$ cat src/rtl/accum_seq_ctrl.sv
// accum_seq_ctrl: sequences one K-deep clear/fetch/flush/write accumulate pass per start pulse.
// Optional PERF_CNT_EN adds a cycle_count port reporting the length of the last completed pass.
module accum_seq_ctrl #(
    parameter int K_ACCUM_DEPTH = 64,
    parameter int ADDR_W        = (K_ACCUM_DEPTH > 1) ? $clog2(K_ACCUM_DEPTH) : 1,
    parameter int PIPE_LAT      = 2
) (
    input  logic              clk,
    input  logic              srst,
    input  logic              start_processing,
    output logic              processing_done,
    output logic              busy,
    output logic              sram_rd_en,
    output logic [ADDR_W-1:0] sram_rd_addr,
    output logic              mac_clear,
    output logic              mac_acc_en,
    output logic              result_wr_en
`ifdef PERF_CNT_EN
    ,
    output logic [31:0]       cycle_count
`endif
);
    localparam int FW = (PIPE_LAT > 1) ? $clog2(PIPE_LAT) : 1;
    localparam logic [ADDR_W-1:0] LAST_ADDR = ADDR_W'(K_ACCUM_DEPTH - 1);
    localparam logic [FW-1:0] LAST_FLUSH = FW'(PIPE_LAT - 1);

    typedef enum logic [2:0] {IDLE, CLEAR, FETCH, FLUSH, WRITE, DONE} state_t;

    state_t              state;
    logic [FW-1:0]       flush_cnt;
    logic [PIPE_LAT-1:0] delay_line;

    // mac_acc_en is the tail of the read-strobe delay line, so it stays a flop output
    assign mac_acc_en = delay_line[PIPE_LAT-1];

    always_ff @(posedge clk) begin
        if (srst) begin
            state           <= IDLE;
            flush_cnt       <= '0;
            delay_line      <= '0;
            processing_done <= 1'b0;
            busy            <= 1'b0;
            sram_rd_en      <= 1'b0;
            sram_rd_addr    <= '0;
            mac_clear       <= 1'b0;
            result_wr_en    <= 1'b0;
        end else begin
            delay_line <= PIPE_LAT'({delay_line, sram_rd_en});
            case (state)
                IDLE: begin
                    if (start_processing) begin
                        state     <= CLEAR;
                        busy      <= 1'b1;
                        mac_clear <= 1'b1;
                    end
                end
                CLEAR: begin
                    state        <= FETCH;
                    mac_clear    <= 1'b0;
                    sram_rd_en   <= 1'b1;
                    sram_rd_addr <= '0;
                end
                FETCH: begin
                    if (sram_rd_addr == LAST_ADDR) begin
                        state      <= FLUSH;
                        sram_rd_en <= 1'b0;
                        flush_cnt  <= '0;
                    end else begin
                        sram_rd_addr <= sram_rd_addr + ADDR_W'(1);
                    end
                end
                FLUSH: begin
                    if (flush_cnt == LAST_FLUSH) begin
                        state        <= WRITE;
                        result_wr_en <= 1'b1;
                    end else begin
                        flush_cnt <= flush_cnt + FW'(1);
                    end
                end
                WRITE: begin
                    state           <= DONE;
                    result_wr_en    <= 1'b0;
                    processing_done <= 1'b1;
                end
                DONE: begin
                    state           <= IDLE;
                    processing_done <= 1'b0;
                    busy            <= 1'b0;
                end
                default: state <= IDLE;
            endcase
        end
    end

`ifdef PERF_CNT_EN
    logic [31:0] perf_cnt;

    // Latched on the WRITE->DONE edge so the DONE cycle already shows the full pass length
    always_ff @(posedge clk) begin
        if (srst) begin
            perf_cnt    <= '0;
            cycle_count <= '0;
        end else begin
            if (state == IDLE && start_processing) perf_cnt <= 32'd1;
            else if (state != IDLE) perf_cnt <= perf_cnt + 32'd1;
            if (state == WRITE) cycle_count <= perf_cnt + 32'd1;
        end
    end
`endif
endmodule

$ cat config.mk
export PLATFORM = sky130hd
export DESIGN_NAME = accum_seq_ctrl
export DESIGN_NICKNAME = d
export VERILOG_FILES = /design/src/rtl/accum_seq_ctrl.sv
export SDC_FILE = /design/constraint.sdc
export NUM_CORES = 1
export LEC_CHECK = 0
export BUFFER_PORTS_ARGS = -buffer_cell sky130_fd_sc_hd__buf_2
export CAP_MARGIN = 20
export CORE_AREA = 2 2 47 49
export DETAILED_ROUTE_END_ITERATION = 7
export DIE_AREA = 0 0 49 51
export GPL_ROUTABILITY_DRIVEN = 0
export SYNTH_ARGS = -nofsm -noshare
export SYNTH_HDL_FRONTEND = slang
export SYNTH_SLANG_ARGS = --single-unit
$ cat constraint.sdc
create_clock -name clk -period 1.6 [get_ports clk]
set_clock_uncertainty 0.1 [all_clocks]
set_input_delay 0.24 -clock clk [delete_from_list [all_inputs] [get_ports clk]]
set_output_delay 0.24 -clock clk [all_outputs]
set_load 0.02 [all_outputs]
==> impl_metrics.prom, run 1 <==
# TYPE chip_impl_metric gauge
chip_impl_metric{name="post-route-min-period",unit="ps"} 1530
chip_impl_metric{name="synth_edf_count",unit=""} 0
chip_impl_metric{name="ant_nets",unit=""} 0
chip_impl_info{name="hp-class",value="in2reg"} 1
chip_impl_metric{name="fp.dieH",unit="µm"} 51
chip_impl_metric{name="worst-path-max-fanout",unit=""} 4
chip_impl_metric{name="required",unit="ps"} 1710
chip_impl_info{name="synth_ff_type",value="sky130_fd_sc_hd__dfxtp_1"} 1
chip_impl_metric{name="setup_fix_buffers_added_after_clock_tree_synthesis",unit=""} 0
chip_impl_metric{name="dp_cells",unit=""} 130
chip_impl_metric{name="port-buffer-count",unit=""} 14
chip_impl_metric{name="synth.net_count",unit=""} 88
chip_impl_info{name="timing.critical_path.from_type",value="register"} 1
chip_impl_metric{name="route.final.wire_length",unit="mm"} 1.65
chip_impl_metric{name="detailed_place_hpwl",unit="mm"} 1.21
chip_impl_metric{name="synth.area.mux_share",unit="%"} 2.94
chip_impl_metric{name="clock_tree.buffer_depth",unit=""} 2
chip_impl_metric{name="postSynthRegisterBits",unit=""} 17
chip_impl_metric{name="synth.yosys.seq_area_share",unit="%"} 44.4
chip_impl_info{name="synth_top_family_by_area",value="compound AO/OA/AOI/OAI gates"} 1
chip_impl_metric{name="effective_utilization_at_floorplan",unit="%"} 37.1
chip_impl_metric{name="placementRows",unit=""} 17
chip_impl_metric{name="cts-htree-levels",unit=""} 1
chip_impl_metric{name="leakagePower",unit="µW"} 0.000430
chip_impl_metric{name="clock_latency",unit="ps"} 280
chip_impl_metric{name="grt_first_pass_wirelength",unit="mm"} 2.81
chip_impl_metric{name="critPathArrivalTime",unit="ps"} 1650
chip_impl_metric{name="avgViaCountPerCell",unit=""} 5.22
chip_impl_metric{name="post_synth_fa_ha_maj_area_fraction",unit="%"} 1.63
chip_impl_metric{name="via_count_of_the_first_global_routing_pass",unit=""} 630
chip_impl_info{name="root_buffer",value="sky130_fd_sc_hd__clkbuf_4"} 1
chip_impl_metric{name="cp_slowest_stage_delay",unit="ps"} 460
chip_impl_metric{name="floorplan.core_area",unit="mm²"} 0.00206
chip_impl_info{name="tritoncts",value="yes"} 1
chip_impl_metric{name="synth_compound_gate_area_share",unit="%"} 23.2
chip_impl_metric{name="parity_gate_share_of_the_synthesized_area_counting_xor_and_xnor_cells",unit="%"} 2.29
chip_impl_metric{name="worst_ir_drop_vdd",unit="mV"} 0.471
chip_impl_metric{name="synth_simple_gate_area_share",unit="%"} 21.7
chip_impl_metric{name="clkTransAtPathRegs",unit="ps"} 90
chip_impl_metric{name="total_power",unit="µW"} 787
chip_impl_metric{name="layoutNonFillerInstCount",unit=""} 134
chip_impl_metric{name="antenna_found_initial",unit=""} 0
chip_impl_metric{name="die-area",unit="mm²"} 0.00250
chip_impl_metric{name="worstMarginPinSlew",unit="ps"} 515
chip_impl_metric{name="boundaryPins",unit=""} 15
chip_impl_info{name="rsz0062_at_grt",value="false"} 1
chip_impl_metric{name="async_flop_share",unit="%"} 0
chip_impl_metric{name="post_route_cells_drive_above_1_share",unit="%"} 32.1
chip_impl_metric{name="antenna_cells_inserted",unit=""} 0
chip_impl_metric{name="hold_path_depth",unit=""} 2
chip_impl_metric{name="final_min_period_over_clock_period",unit="%"} 95.9
chip_impl_metric{name="timing.final.setup_violations",unit=""} 0
chip_impl_metric{name="cts_resized",unit=""} 0
chip_impl_metric{name="worst-r2r-cell-count",unit=""} 4
chip_impl_info{name="layout_common_cells",value="sky130_fd_sc_hd__dfxtp_1, sky130_fd_sc_hd__buf_2, sky130_fd_sc_hd__nor2_1"} 1
chip_impl_metric{name="final-max-slew-violation-count",unit=""} 0
chip_impl_metric{name="routed_wire_length_per_instance",unit="µm"} 12.3
chip_impl_metric{name="drt_pre_antenna_iters",unit=""} 4
chip_impl_metric{name="finalHoldViolations",unit=""} 0
chip_impl_metric{name="syn-mean-instance-area",unit="µm²"} 9.12
chip_impl_metric{name="postCtsHoldBufs",unit=""} 0
chip_impl_metric{name="cts.sink_count",unit=""} 17
chip_impl_metric{name="yosys_warn_count",unit=""} 0
chip_impl_metric{name="area.growth.synth_to_final",unit="%"} 23.5
chip_impl_metric{name="timing.slew.headroom",unit="%"} 65.6
chip_impl_metric{name="finalSetupTns",unit="ps"} 0
chip_impl_info{name="crit_path_top_delay_cell",value="sky130_fd_sc_hd__or4b_1"} 1
chip_impl_info{name="layout_commonest_cell",value="sky130_fd_sc_hd__dfxtp_1"} 1
chip_impl_metric{name="cts_buffers",unit=""} 3
chip_impl_metric{name="vias",unit=""} 699
chip_impl_metric{name="rrSetupSlack",unit="ps"} 70
chip_impl_metric{name="drv.max_cap_violation_count",unit=""} 0
chip_impl_info{name="cp_cell_sequence",value="ha_1 > and4b_4 > or4b_1 > a31oi_1"} 1
chip_impl_metric{name="chipWidth",unit="µm"} 49
chip_impl_metric{name="power_density",unit="mW/mm²"} 832
chip_impl_info{name="outcome",value="finished clean"} 1
chip_impl_metric{name="detail_route.iter0.violations",unit=""} 14
chip_impl_metric{name="global_route.overflow_total",unit=""} 0
chip_impl_metric{name="syn-cell-area",unit="µm²"} 766
chip_impl_metric{name="fmaxAchievable",unit="MHz"} 652
chip_impl_metric{name="drt_drc_violations_left",unit=""} 0
chip_impl_metric{name="grtUsageTotal",unit="%"} 15.1
chip_impl_metric{name="synthDistinctLibCells",unit=""} 35
chip_impl_metric{name="nNetsFinal",unit=""} 111
chip_impl_info{name="crit_type",value="reg2reg"} 1
chip_impl_info{name="end_kind",value="register"} 1
chip_impl_metric{name="netlist_instances",unit=""} 84
chip_impl_metric{name="pin_count_of_the_biggest_net_entering_global_routing",unit=""} 15
==> synthesized netlist by cell type (2+ instances only) <==
cell type,n,area share (%)
sky130_fd_sc_hd__a21oi_1,5,3.3
sky130_fd_sc_hd__a22o_1,2,2.3
sky130_fd_sc_hd__a22oi_1,3,2.9
sky130_fd_sc_hd__a31oi_1,3,2.5
sky130_fd_sc_hd__a32o_1,2,2.6
sky130_fd_sc_hd__and3_1,2,1.6
sky130_fd_sc_hd__buf_2,2,1.3
sky130_fd_sc_hd__clkbuf_1,3,1.5
sky130_fd_sc_hd__dfxtp_1,17,44
sky130_fd_sc_hd__inv_1,2,0.98
sky130_fd_sc_hd__mux2_2,2,2.9
sky130_fd_sc_hd__nand3_1,2,1.3
sky130_fd_sc_hd__nor2_1,12,5.9
sky130_fd_sc_hd__nor2b_1,3,2.5
sky130_fd_sc_hd__o21ai_0,3,2.0
sky130_fd_sc_hd__xnor2_1,2,2.3
==> metrics by stage <==
step / util [%] / hold WS [ps] / instance area (µm²) / worst slack (ps)
detailed placement: 44.6 / 347 / 920 / 48.1
global route: 45.8 / 177 / 946 / 1.06
global placement: 44.6 / 316 / 920 / 78.7
finish: 45.8 / 174 / 946 / 65.7
CTS: 45.8 / 164 / 946 / 27.0
floorplan: - / 212 / 768 / 4.83
==> critical path: cells and delay by family (launching register included) <==
| family | cells | cell delay [ps] |
|---|---|---|
| flops | 1 | 330 |
| fa+ha+maj | 1 | 220 |
| simple gates | 2 | 670 |
| compound gates | 1 | 140 |
==> cell type report <==
| cell class | instances | area, µm² |
|---|---|---|
| Clock buffer | 4 | 26.3 |
| Fill cell | 225 | 1120 |
| Inverter | 2 | 7.51 |
| Multi-Input combinational cell | 60 | 397 |
| Sequential cell | 17 | 343 |
| Tap cell | 28 | 35.0 |
| Timing Repair Buffer | 23 | 138 |
==> path summary, 6_finish.rpt <==
path	to	from
hold reg to reg	delay_line[1]$_SDFF_PP0_	delay_line[0]$_SDFF_PP0_
hold / removal	busy$_SDFFE_PP0P_	srst
setup / recovery	sram_rd_addr[0]$_SDFFE_PP0P_	sram_rd_addr[0]$_SDFFE_PP0P_
setup reg to reg	sram_rd_addr[0]$_SDFFE_PP0P_	sram_rd_addr[0]$_SDFFE_PP0P_
==> power breakdown <==
| group | leakage (µW) | total [µW] | internal (µW) | switching [µW] |
|---|---|---|---|---|
| clock network | 0.0000150 | 224 | 96.9 | 128 |
| registers | 0.000139 | 455 | 441 | 14.8 |
| logic | 0.000276 | 107 | 45.3 | 61.7 |
==> layer usage <==
layer	up-vias	wire [µm]	part of all wire (%)	track usage, %
li1	354	-	-	-
met3	2	60	3.6	2.92
met1	329	759	46	17.0
met5	-	0	0	0
met4	0	16	0.97	10.0
met2	14	815	49	26.3
==> state kept, by name (all words and copies together), names as in the netlist <==
signal           cells
sram_rd_addr         6
flush_cnt            1
processing_done      1
delay_line           2
busy                 1
result_wr_en         1
sram_rd_en           1
mac_clear            1
state                3
==> logic make-up after synthesis <==
| group | Yosys count |
|---|---|
| and+or+nand+nor | 30 |
| AOI/OAI and AO/OA | 25 |
| DFF | 17 |
| buffers and inverters | 7 |
| xor gates and xnor gates | 2 |
| muxes | 2 |
| adders and majority gates | 1 |
No activity file was read; power rests on OpenSTA's default activity.
==> run 2: changes to the inputs <==
--- a/config.mk
+++ b/config.mk
@@ -11,6 +11,7 @@
 export DETAILED_ROUTE_END_ITERATION = 7
 export DIE_AREA = 0 0 49 51
 export GPL_ROUTABILITY_DRIVEN = 0
+export SETUP_SLACK_MARGIN = 0.5
 export SYNTH_ARGS = -nofsm -noshare
 export SYNTH_HDL_FRONTEND = slang
 export SYNTH_SLANG_ARGS = --single-unit
==> run 2 against run 1 <==
Effect of this change:
- fmax up 2.5%
- critical path type unchanged
- worst setup slack improved by 38 ps
- worst hold slack got worse by 23 ps
- global-route usage increased by 1.2 points
==> impl_metrics.prom, run 2 (synthesis results as in run 1) <==
# TYPE chip_impl_metric gauge
chip_impl_metric{name="largest_register_ffs",unit=""} 6
chip_impl_metric{name="placed_area",unit="µm²"} 938
chip_impl_info{name="timing.critical_path.from_type",value="register"} 1
chip_impl_metric{name="ant_nets",unit=""} 0
chip_impl_metric{name="post-route-min-period",unit="ps"} 1500
chip_impl_info{name="worst_reg2reg_startpoint",value="sram_rd_addr[0]$_SDFFE_PP0P_"} 1
chip_impl_metric{name="worst-path-max-fanout",unit=""} 5
chip_impl_metric{name="rrSetupSlack",unit="ps"} 100
chip_impl_metric{name="worstMarginPinSlew",unit="ps"} 259
chip_impl_metric{name="worst-r2r-cell-count",unit=""} 4
chip_impl_metric{name="timing.slew.headroom",unit="%"} 82.7
chip_impl_info{name="max_flop_register",value="sram_rd_addr"} 1
chip_impl_metric{name="critPathArrivalTime",unit="ps"} 1590
chip_impl_metric{name="drv.max_cap_violation_count",unit=""} 0
chip_impl_info{name="layout_top_registers",value="sram_rd_addr (6), state (3), delay_line (2)"} 1
chip_impl_metric{name="nNetsFinal",unit=""} 128
chip_impl_metric{name="fmaxAchievable",unit="MHz"} 668
chip_impl_metric{name="routed_wire_length_per_instance",unit="µm"} 14.3
chip_impl_metric{name="timing.final.setup_violations",unit=""} 0
chip_impl_metric{name="effective_utilization_at_floorplan",unit="%"} 37.1
chip_impl_metric{name="area.growth.synth_to_final",unit="%"} 70.4
chip_impl_info{name="root_buffer",value="sky130_fd_sc_hd__clkbuf_4"} 1
chip_impl_metric{name="cts-htree-levels",unit=""} 1
chip_impl_metric{name="grtUsageTotal",unit="%"} 16.3
chip_impl_metric{name="final_min_period_over_clock_period",unit="%"} 93.5
chip_impl_metric{name="clock_latency",unit="ps"} 300
chip_impl_metric{name="port-buffer-count",unit=""} 14
chip_impl_info{name="outcome",value="finished clean"} 1
chip_impl_info{name="end_kind",value="register"} 1
chip_impl_metric{name="required",unit="ps"} 1690
chip_impl_metric{name="route.final.wire_length",unit="mm"} 2.16
chip_impl_metric{name="fp.dieH",unit="µm"} 51
chip_impl_metric{name="avgViaCountPerCell",unit=""} 5.23
chip_impl_metric{name="die-area",unit="mm²"} 0.00250
chip_impl_metric{name="vias",unit=""} 789
chip_impl_metric{name="leakagePower",unit="µW"} 0.000548
chip_impl_metric{name="via_count_of_the_first_global_routing_pass",unit=""} 675
chip_impl_metric{name="hold_path_depth",unit=""} 2
chip_impl_metric{name="clock_tree.buffer_depth",unit=""} 2
chip_impl_metric{name="power_density",unit="mW/mm²"} 665
chip_impl_info{name="min_from",value="srst"} 1
chip_impl_metric{name="antenna_found_initial",unit=""} 0
chip_impl_metric{name="design_area",unit="mm²"} 0.00131
chip_impl_metric{name="global_route.overflow_total",unit=""} 0
chip_impl_info{name="crit_type",value="reg2reg"} 1
chip_impl_metric{name="drt_pre_antenna_iters",unit=""} 4
chip_impl_metric{name="floorplan.core_area",unit="mm²"} 0.00206
chip_impl_metric{name="grt_first_pass_wirelength",unit="mm"} 3.15
chip_impl_metric{name="drt_drc_violations_left",unit=""} 0
chip_impl_metric{name="chipWidth",unit="µm"} 49
chip_impl_info{name="worst_hold_endpoint",value="result_wr_en$_SDFFE_PP0P_"} 1
chip_impl_metric{name="worst_ir_drop_vdd",unit="mV"} 0.472
chip_impl_info{name="layout_common_cells",value="sky130_fd_sc_hd__buf_6, sky130_fd_sc_hd__buf_4, sky130_fd_sc_hd__nor2_1"} 1
chip_impl_metric{name="pin_count_of_the_biggest_net_entering_global_routing",unit=""} 14
chip_impl_info{name="rsz0062_at_grt",value="true"} 1
chip_impl_metric{name="boundaryPins",unit=""} 15
chip_impl_metric{name="finalSetupTns",unit="ps"} 0
chip_impl_info{name="critical_path.reg2reg.endpoint",value="sram_rd_addr[3]$_SDFFE_PP0P_"} 1
chip_impl_info{name="hp-class",value="in2reg"} 1
chip_impl_metric{name="postCtsHoldBufs",unit=""} 0
chip_impl_info{name="tritoncts",value="yes"} 1
chip_impl_metric{name="antenna_cells_inserted",unit=""} 0
chip_impl_metric{name="clkTransAtPathRegs",unit="ps"} 110
chip_impl_metric{name="detail_route.iter0.violations",unit=""} 15
chip_impl_metric{name="final-max-slew-violation-count",unit=""} 0
chip_impl_metric{name="post_route_cells_drive_above_1_share",unit="%"} 64.2
chip_impl_metric{name="cts.sink_count",unit=""} 17
chip_impl_metric{name="fin_worst_hold_slack",unit="ps"} 151
chip_impl_metric{name="placementRows",unit=""} 17
chip_impl_metric{name="cts_buffers",unit=""} 3
chip_impl_metric{name="detailed_place_hpwl",unit="mm"} 1.16
chip_impl_metric{name="finalHoldViolations",unit=""} 0
## run 2: changes by cell type in the layout (fill, tap and decap cells not counted), moves of 4 or more
cell                      before  now
sky130_fd_sc_hd__dfxtp_4       0    8
sky130_fd_sc_hd__a21oi_1       5    1
sky130_fd_sc_hd__buf_6         0   18
sky130_fd_sc_hd__buf_2        14    2
sky130_fd_sc_hd__buf_4         9   18
sky130_fd_sc_hd__a21oi_2       0    4
sky130_fd_sc_hd__dfxtp_2       2    6
sky130_fd_sc_hd__dfxtp_1      15    3
## run 2: routing by layer
metal | up-vias | routed length, µm | GRT usage [%]
met5 | - | 0 | 0
met4 | 0 | 59 | 8.57
met2 | 17 | 1070 | 26.3
met1 | 379 | 958 | 21.3
li1 | 386 | - | -
met3 | 7 | 70 | 2.34
## run 2: what timing repair did
item | in CTS | in global routing
buffers inserted | 9 | 10
gates resized for setup | 42 | 20
pin swaps | 4 | 14
gates cloned | 0 | 0
setup endpoints to repair | 26 | 27
## run 2: critical path, stage by stage, from the launching register on
cell and delay, ps:
sky130_fd_sc_hd__dfxtp_4 370, sky130_fd_sc_hd__ha_4 160, sky130_fd_sc_hd__and4b_4 200, sky130_fd_sc_hd__o31a_1 300, sky130_fd_sc_hd__a22o_2 250
## run 2: stage by stage
stage	cells	util, %	worst slack, ps	power [µW]
5_1_grt	151	63.3	54.3	907
3_5_place_dp	128	45.5	108	571
3_3_place_gp	128	45.5	120	571
6_report	151	63.3	104	868
4_1_cts	141	56.1	113	837
2_1_floorplan	84	-	116	533
## run 2: area by class of cell
type / instances / area (µm²)
multi-input combinational: 60 / 489
fill: 175 / 758
clock buffer: 3 / 22.5
tap: 28 / 35.0
inverter: 2 / 7.51
timing repair buffer: 40 / 368
clock inverter: 1 / 5.00
sequential: 17 / 378
## run 2: worst max path at each step
stage,cells after the start,from,endpoint
final,4,sram_rd_addr[0]$_SDFFE_PP0P_,sram_rd_addr[3]$_SDFFE_PP0P_
after CTS,4,sram_rd_addr[2]$_SDFFE_PP0P_,sram_rd_addr[0]$_SDFFE_PP0P_
after global routing,4,sram_rd_addr[0]$_SDFFE_PP0P_,sram_rd_addr[3]$_SDFFE_PP0P_
after detailed placement,4,sram_rd_addr[3]$_SDFFE_PP0P_,sram_rd_addr[0]$_SDFFE_PP0P_
after floorplan,4,sram_rd_addr[3]$_SDFFE_PP0P_,sram_rd_addr[0]$_SDFFE_PP0P_
after global placement,4,sram_rd_addr[3]$_SDFFE_PP0P_,sram_rd_addr[0]$_SDFFE_PP0P_
## run 2: report_power, final
part | leakage (µW) | switching (µW) | internal (µW)
sequential | 0.000147 | 16.8 | 434
clock | 0.0000177 | 147 | 93.1
combinational | 0.000384 | 84.3 | 93.8
total | 0.000548 | 248 | 620
